===== src/rtl/string_streamer_if.sv =====
// string_streamer_if
//   Byte stream from the message streamer to its sink (normally the UART
//   transmitter).
//
// Handshake: a byte moves on every rising clock edge where tx_valid and
// tx_ready are both high. While tx_valid is high and tx_ready is low, the
// source holds tx_data and tx_valid stable. tx_valid never depends on
// tx_ready. The sink may raise or lower tx_ready at any time.
//
// Signals
//   tx_data   8  source -> sink  current character
//   tx_valid  1  source -> sink  tx_data holds a character
//   tx_ready  1  sink -> source  sink takes tx_data this cycle
interface string_streamer_if;
  logic [7:0] tx_data;
  logic       tx_valid;
  logic       tx_ready;

  modport master (output tx_data, output tx_valid, input tx_ready);
  modport slave  (input tx_data, input tx_valid, output tx_ready);
endinterface


===== src/rtl/string_streamer.sv =====
// string_streamer
//   Message ROM with a built-in byte sequencer. A start strobe in IDLE
//   latches a message id. The module then streams that message over the
//   tx byte interface, starting with the first character. Ids at or above
//   MSG_COUNT send nothing and end with done and err pulsed together.
//
// Optional feature (macro STRING_STREAMER_CRLF_EN)
//   When this macro is defined, every valid message is followed by 8'h0D
//   and then 8'h0A. These bytes come from an extra TAIL state. When the
//   macro is undefined, the TAIL state does not exist.
//
// Ports
//   clk        in   1     rising-edge clock
//   rst_n      in   1     synchronous reset, active low
//   start      in   1     request strobe, looked at only in IDLE
//   id         in   ID_W  message select, sampled with start
//   tx         master     byte stream (tx_data / tx_valid / tx_ready)
//   busy       out  1     message being transmitted (SEND or TAIL)
//   done       out  1     one-cycle pulse when the message is finished
//   err        out  1     one-cycle pulse with done for an invalid id
//   dbg_state  out  2     FSM state: 0 IDLE, 1 SEND, 2 FIN, 3 TAIL
module string_streamer #(
  parameter int MSG_COUNT = 4,
  parameter int MAX_LEN   = 32,
  parameter int ID_W      = (MSG_COUNT > 1) ? $clog2(MSG_COUNT) : 1
) (
  input  logic            clk,
  input  logic            rst_n,
  input  logic            start,
  input  logic [ID_W-1:0] id,
  string_streamer_if.master tx,
  output logic            busy,
  output logic            done,
  output logic            err,
  output logic [1:0]      dbg_state
);

  localparam int IDX_W = $clog2(MAX_LEN + 1);
  localparam int STR_W = MAX_LEN * 8;

`ifdef STRING_STREAMER_CRLF_EN
  typedef enum logic [1:0] {IDLE = 2'd0, SEND = 2'd1, FIN = 2'd2, TAIL = 2'd3} state_t;
`else
  typedef enum logic [1:0] {IDLE = 2'd0, SEND = 2'd1, FIN = 2'd2} state_t;
`endif

  // Each message sits right-aligned in a MAX_LEN*8-bit word. Its first
  // character is therefore at the highest occupied byte.
  function automatic logic [STR_W-1:0] msg_str(input logic [ID_W-1:0] i);
    case (int'(i))
      0:       msg_str = STR_W'("starting program");
      1:       msg_str = STR_W'("\n$>");
      2:       msg_str = STR_W'("error: invalid command");
      3:       msg_str = STR_W'("PONG");
      default: msg_str = STR_W'("?");
    endcase
  endfunction

  function automatic logic [7:0] msg_len(input logic [ID_W-1:0] i);
    case (int'(i))
      0:       msg_len = 8'd16;
      1:       msg_len = 8'd3;
      2:       msg_len = 8'd22;
      3:       msg_len = 8'd4;
      default: msg_len = 8'd1;
    endcase
  endfunction

  state_t            state_q, state_d;
  logic [IDX_W-1:0]  index_q, index_d;
  logic [ID_W-1:0]   id_q, id_d;
  logic              bad_q, bad_d;

  logic [STR_W-1:0]  cur_str;
  logic [STR_W-1:0]  shifted;
  logic [7:0]        cur_len;
  logic [7:0]        char_pos;
  logic [7:0]        cur_char;
  logic              last_char;
  logic              id_ok;
  logic [7:0]        tx_data_c;

  // The table is read through the latched id. Changes on the id input
  // after start therefore do not affect a message already in flight.
  assign cur_str   = msg_str(id_q);
  assign cur_len   = msg_len(id_q);
  assign char_pos  = cur_len - 8'd1 - 8'(index_q);
  assign shifted   = cur_str >> {char_pos, 3'b000};
  assign cur_char  = shifted[7:0];
  assign last_char = (8'(index_q) == (cur_len - 8'd1));
  assign id_ok     = (int'(id) < MSG_COUNT);

  always_ff @(posedge clk) begin
    if (!rst_n) begin
      state_q <= IDLE;
      index_q <= '0;
      id_q    <= '0;
      bad_q   <= 1'b0;
    end else begin
      state_q <= state_d;
      index_q <= index_d;
      id_q    <= id_d;
      bad_q   <= bad_d;
    end
  end

  always_comb begin
    state_d = state_q;
    index_d = index_q;
    id_d    = id_q;
    bad_d   = bad_q;
    case (state_q)
      IDLE: begin
        if (start) begin
          id_d    = id;
          index_d = '0;
          if (id_ok) begin
            bad_d   = 1'b0;
            state_d = SEND;
          end else begin
            bad_d   = 1'b1;
            state_d = FIN;
          end
        end
      end
      SEND: begin
        if (tx.tx_ready) begin
          if (last_char) begin
            index_d = '0;
`ifdef STRING_STREAMER_CRLF_EN
            state_d = TAIL;
`else
            state_d = FIN;
`endif
          end else begin
            index_d = index_q + IDX_W'(1);
          end
        end
      end
`ifdef STRING_STREAMER_CRLF_EN
      // index_q is reused here: 0 selects CR and 1 selects LF.
      TAIL: begin
        if (tx.tx_ready) begin
          if (index_q[0]) begin
            index_d = '0;
            state_d = FIN;
          end else begin
            index_d = IDX_W'(1);
          end
        end
      end
`endif
      FIN:     state_d = IDLE;
      default: state_d = IDLE;
    endcase
  end

  // Outputs decode directly from registered state. After reset, tx_valid,
  // busy, done and err are therefore low, and tx_data is 8'h00.
  always_comb begin
    tx_data_c = 8'h00;
    case (state_q)
      SEND: tx_data_c = cur_char;
`ifdef STRING_STREAMER_CRLF_EN
      TAIL: tx_data_c = index_q[0] ? 8'h0A : 8'h0D;
`endif
      default: tx_data_c = 8'h00;
    endcase
  end

  assign tx.tx_data  = tx_data_c;
`ifdef STRING_STREAMER_CRLF_EN
  assign tx.tx_valid = (state_q == SEND) || (state_q == TAIL);
  assign busy        = (state_q == SEND) || (state_q == TAIL);
`else
  assign tx.tx_valid = (state_q == SEND);
  assign busy        = (state_q == SEND);
`endif
  assign done        = (state_q == FIN);
  assign err         = (state_q == FIN) && bad_q;
  assign dbg_state   = state_q;

endmodule


===== src/flat_wrapper.sv =====
// flat-port wrapper written by rule: the top's interface ports become plain ports
module string_streamer_flat 
#(
  parameter int MSG_COUNT = 4,
  parameter int MAX_LEN   = 32,
  parameter int ID_W      = (MSG_COUNT > 1) ? $clog2(MSG_COUNT) : 1
)
  (clk, rst_n, start, id, busy, done, err, dbg_state, tx_tx_data, tx_tx_valid, tx_tx_ready);
  string_streamer_if tx_i ();
  input  logic clk;
  input  logic rst_n;
  input  logic start;
  input  logic [ID_W-1:0] id;
  output logic busy;
  output logic done;
  output logic err;
  output logic [1:0] dbg_state;
  output wire logic [$bits(tx_i.tx_data)-1:0] tx_tx_data;
  output wire logic [$bits(tx_i.tx_valid)-1:0] tx_tx_valid;
  input wire logic [$bits(tx_i.tx_ready)-1:0] tx_tx_ready;
  assign tx_tx_data = tx_i.tx_data;
  assign tx_tx_valid = tx_i.tx_valid;
  assign tx_i.tx_ready = tx_tx_ready;
  string_streamer #(.MSG_COUNT(MSG_COUNT), .MAX_LEN(MAX_LEN), .ID_W(ID_W)) u_core (.clk(clk), .rst_n(rst_n), .start(start), .id(id), .tx(tx_i), .busy(busy), .done(done), .err(err), .dbg_state(dbg_state));
endmodule

===== config.mk =====
export PLATFORM = sky130hd
export DESIGN_NAME = string_streamer_flat
export DESIGN_NICKNAME = d
export VERILOG_FILES = /design/src/rtl/string_streamer_if.sv /design/src/rtl/string_streamer.sv /design/src/flat_wrapper.sv
export SDC_FILE = /design/constraint.sdc
export NUM_CORES = 1
export LEC_CHECK = 0
export ABC_AREA = 1
export CAP_MARGIN = 20
export CORE_UTILIZATION = 25
export CTS_BUF_LIST = sky130_fd_sc_hd__clkbuf_2 sky130_fd_sc_hd__clkbuf_4 sky130_fd_sc_hd__clkbuf_8
export CTS_CLUSTER_DIAMETER = 80
export CTS_CLUSTER_SIZE = 28
export DETAILED_ROUTE_END_ITERATION = 10
export PLACE_DENSITY = 0.42
export RECOVER_POWER = 25
export SETUP_SLACK_MARGIN = 0.05
export SLEW_MARGIN = 30
export SYNTH_ARGS = -nofsm -noshare
export SYNTH_HDL_FRONTEND = slang
export SYNTH_SLANG_ARGS = --single-unit

===== constraint.sdc =====
create_clock -name clk -period 3.7 [get_ports clk]
set_input_delay 0.74 -clock clk [delete_from_list [all_inputs] [get_ports clk]]
set_output_delay 0.74 -clock clk [all_outputs]
set_load 0.02 [all_outputs]

==> key figures <==
Run status
  • Status: finished, violations left
  • Failing checks: negative setup slack

Timing
  • Pins Over Slew Limit: 0
  • Final Critical Period: ~3.7 ns
  • WHS: a little under 0.5 ns
  • Clock Skews: approximately 0.0032 ns
  • Final WS setup: -0.0466 ns
  • Setup violators final: 3
  • Max Freq: roughly 0.27 GHz
  • Final Cycle Share: 101%
  • Final hold violation count: 0
  • RSZ-0062 raised after global routing: true

Routing
  • Vias: about 2,100
  • DRC Markers: 0
  • Routed WL: ~5.7 mm
  • WL/cell: approximately 13 um
  • Vias/cell: 4.74
  • Drt initial violations: slightly above 80
  • Initial DRT Pass Iterations: 5
  • Final ANT Viol Nets: 0

Synth
  • Synth Warn #: 0
  • Simple-gate portion of the synthesized area: approximately two fifths
  • Synth Area per Inst: just under 6 um2
  • Post-synth ARST share: 0%
  • Compound-Gate Fraction of Synth Area: around 17%
  • Syn Inst Count: between 200 and 300
  • Post-synth EDFFs: 0
  • Mux contribution to synthesized area: 0%
  • Post-synthesis sequential area ratio: between 10% and 20%
  • Unique masters post-synth: 37
  • Post-Synth Adder-Cell Area: a little over an eighth
  • Flops & latches, synth: 10
  • Largest family of logic cells by synthesized area: simple AND/OR/NAND/NOR gates
  • Post-Synth XOR/XNOR Area: under 10%
  • Synthesized cell area: ~0.0016 mm2
  • Post-synth top flop: dfxtp_1

Pwr
  • Sw frac: a little under half
  • Sw Pwr: 0.000497 W
  • PwrDens: between 300 and 400 mW/mm2
  • Int Pwr: roughly 0.00056 W
  • Power share of the combinational group: 78.1%
  • Clock power share: roughly a tenth
  • Peak VDD IR: about 0.23 mV
  • Leak: between 1 and 1.5 nW
  • Seq pwr share: roughly 11%

Global routing
  • Met1 Resource Use GR: 21.6%
  • Met2 Use GR: 34.2%
  • Initial antenna violation count: 0
  • First-pass GRT wire length: between 9 and 10 mm
  • Gr busiest metal: met2
  • GRT overflow: 0
  • Largest net degree at the start of global routing: 11
  • Global Route Usage Sum: between 15 and 20%
  • GRT met3 Usage: 0.778%
  • Vias in the first global route: 2,153

Critical path
  • Cell Chain, Critical Path: buf_6, ha_4, inv_4, a21oi_4, xnor2_2, ha_4, a21oi_2, nand2_2, nand2_2, nand2_2, nand2_4, nand3_4, nor2_4, buf_6, buf_4, nand4_1, nand3_1, nand3_1, a21oi_1, buf_4
  • Slowest stage cell, crit path: dfxtp_4
  • Worst Setup Path Type: reg -> out
  • Worst EP required: roughly 3 ns
  • CP Launch Type: register
  • Crit path DAT: 3.01 ns
  • Crit-path max cell delay: 0.36 ns
  • CP max FO: 8
  • CP endpoint kind: output pin
  • Most numerous cell on the critical path: nand2_2

Floorplan
  • Die height: 81.4 um
  • Initial Util: about a quarter
  • Die width: ~80 um
  • I/O pin total: 20
  • Core ar.: between 0.005 and 0.006 mm2
  • Cell Rows: 28
  • Die area: between 0.006 and 0.007 mm2

Min path
  • Tightest Hold Check Type: reg -> reg

Place
  • Routability congestion estimate: 0.838
  • Dpl cell area: 0.00223 mm2
  • Placed wire-length estimate: 4.47 mm
  • Port Buffers: 17
  • Place WS: -0.582 ns
  • Post-placement cell count: 409

Clock tree
  • Clock sink count: 10
  • Number of CTS-inserted buffers: 3
  • Clk_lat worst skew: around 0.23 ns
  • Hold-fix buffer count after cts: 0
  • H-tree depth: 1
  • Clock-pin slew on the worst setup and hold paths: approximately 0.050 ns
  • Deepest clock path buffer count: 2
  • Clock root buffer: clkbuf_8
  • TritonCTS clock tree: built

Cells and area
  • Antenna cells: 0
  • Share of cells above drive strength 1: 43.2%
  • Area growth syn-to-layout: 74.6%
  • Most frequent cells in the layout: buf_4 (80), nand2_1 (45), inv_1 (29), nand3_1 (26), nor2_1 (23)
  • Post-route cell area: around 0.0028 mm2
  • Post-Layout Cell Count: 434
  • Layout net count: 383
  • Most common cell after layout, fill and taps aside: buf_4

Flow run
  • Max-Cap Viols: 0
[kinds of logic (layout without fill, tap and decap cells)]
group / count (synthesis) / in the layout
AOI/OAI and AO/OA: 48 / 48
xor gates and xnor gates: 6 / 6
adders and majority gates: 16 / 16
buffers and inverters: 49 / 138
DFF: 10 / 10
other: 1 / 2
and+or+nand+nor: 139 / 139
[power groups by stage]
stage	Combinational (W)	Sequential, W	Clock [W]
after global placement	0.000670	0.000119	0
after global routing	0.000908	0.000121	0.000122
after CTS	0.000739	0.000119	0.000118
after detailed placement	0.000660	0.000119	0
after floorplan	0.000384	0.000121	0
final	0.000828	0.000120	0.000112
[cells in the mapped netlist, types with 2 or more instances]
master    number  area share [%]
a211oi_1       3             1.4
a21oi_1       20             6.3
a31oi_1        2            0.79
and2_1         2            0.79
and3_1         2            0.79
buf_2          2            0.63
buf_4          3             1.4
clkbuf_1       3            0.71
clkinv_1       3            0.71
dfxtp_1       10              13
ha_1          15              12
inv_1         37             8.8
nand2_1       56              13
nand2_2        3             1.2
nand3_1       32              10
nand4_1        5             2.0
nor2_1        26             6.2
nor3_1         4             1.3
nor4_1         4             1.6
o21ai_0       14             4.4
o21ai_1        2            0.63
o31ai_1        3             1.4
xnor2_1        2             1.1
xor2_1         3             1.7
[stage by stage]
| stage | utilization [%] | power (W) | TNS, ns |
|---|---|---|---|
| after global routing | 46.0 | 0.00115 | -1.35 |
| after global placement | 37.2 | 0.000789 | -3.74 |
| after detailed placement | 37.2 | 0.000779 | -3.48 |
| after floorplan | - | 0.000505 | 0 |
| final | 46.0 | 0.00106 | -0.104 |
| after CTS | 42.0 | 0.000976 | -0.626 |
[per-layer routing]
layer	vias up	share of wire, %
met5	-	0
met4	0	3.9
met3	22	2.7
met2	54	49
met1	914	44
li1	1069	-
[cell type report]
type	count	area, um2
multi-input combinational	211	1500
fill	644	3240
timing repair buffer	94	746
clock buffer	3	41.3
sequential	10	208
tap	75	93.8
inverter	41	166
[flip-flops by register name (all words and copies together) (netlist names)]
| register | flops |
|---|---|
| u_core.dbg_state | 2 |
| u_core.id_q | 2 |
| u_core.index_q | 6 |
[worst paths after layout]
check	slack, ns	cells past startpoint	startpoint	to
setup / recovery	-0.05	20	u_core.id_q[0]$_SDFFE_PN0P_	tx_tx_data[3]
hold / removal	0.49	1	u_core.index_q[5]$_SDFFE_PN0P_	u_core.index_q[5]$_SDFFE_PN0P_
setup reg to reg	1.30	14	u_core.id_q[1]$_SDFFE_PN0P_	u_core.index_q[5]$_SDFFE_PN0P_
hold reg to reg	0.49	1	u_core.index_q[5]$_SDFFE_PN0P_	u_core.index_q[5]$_SDFFE_PN0P_
[critical path, delay by kind of cell, from the launching register on]
kind / cells / cell delay [ns]
compound gates: 3 / 0.48
xor+xnor: 1 / 0.15
fa+ha+maj: 2 / 0.39
buf+inv: 5 / 0.54
flops: 1 / 0.36
simple gates: 9 / 0.85
[what timing repair did]
item	in CTS	in global routing
pin swaps	22	24
endpoints found under the setup margin	7	7
gates resized for setup	66	54
gates cloned	0	0
hold endpoints to repair	0	0
buffers inserted	19	4
Power figures use the tool's default switching activity.
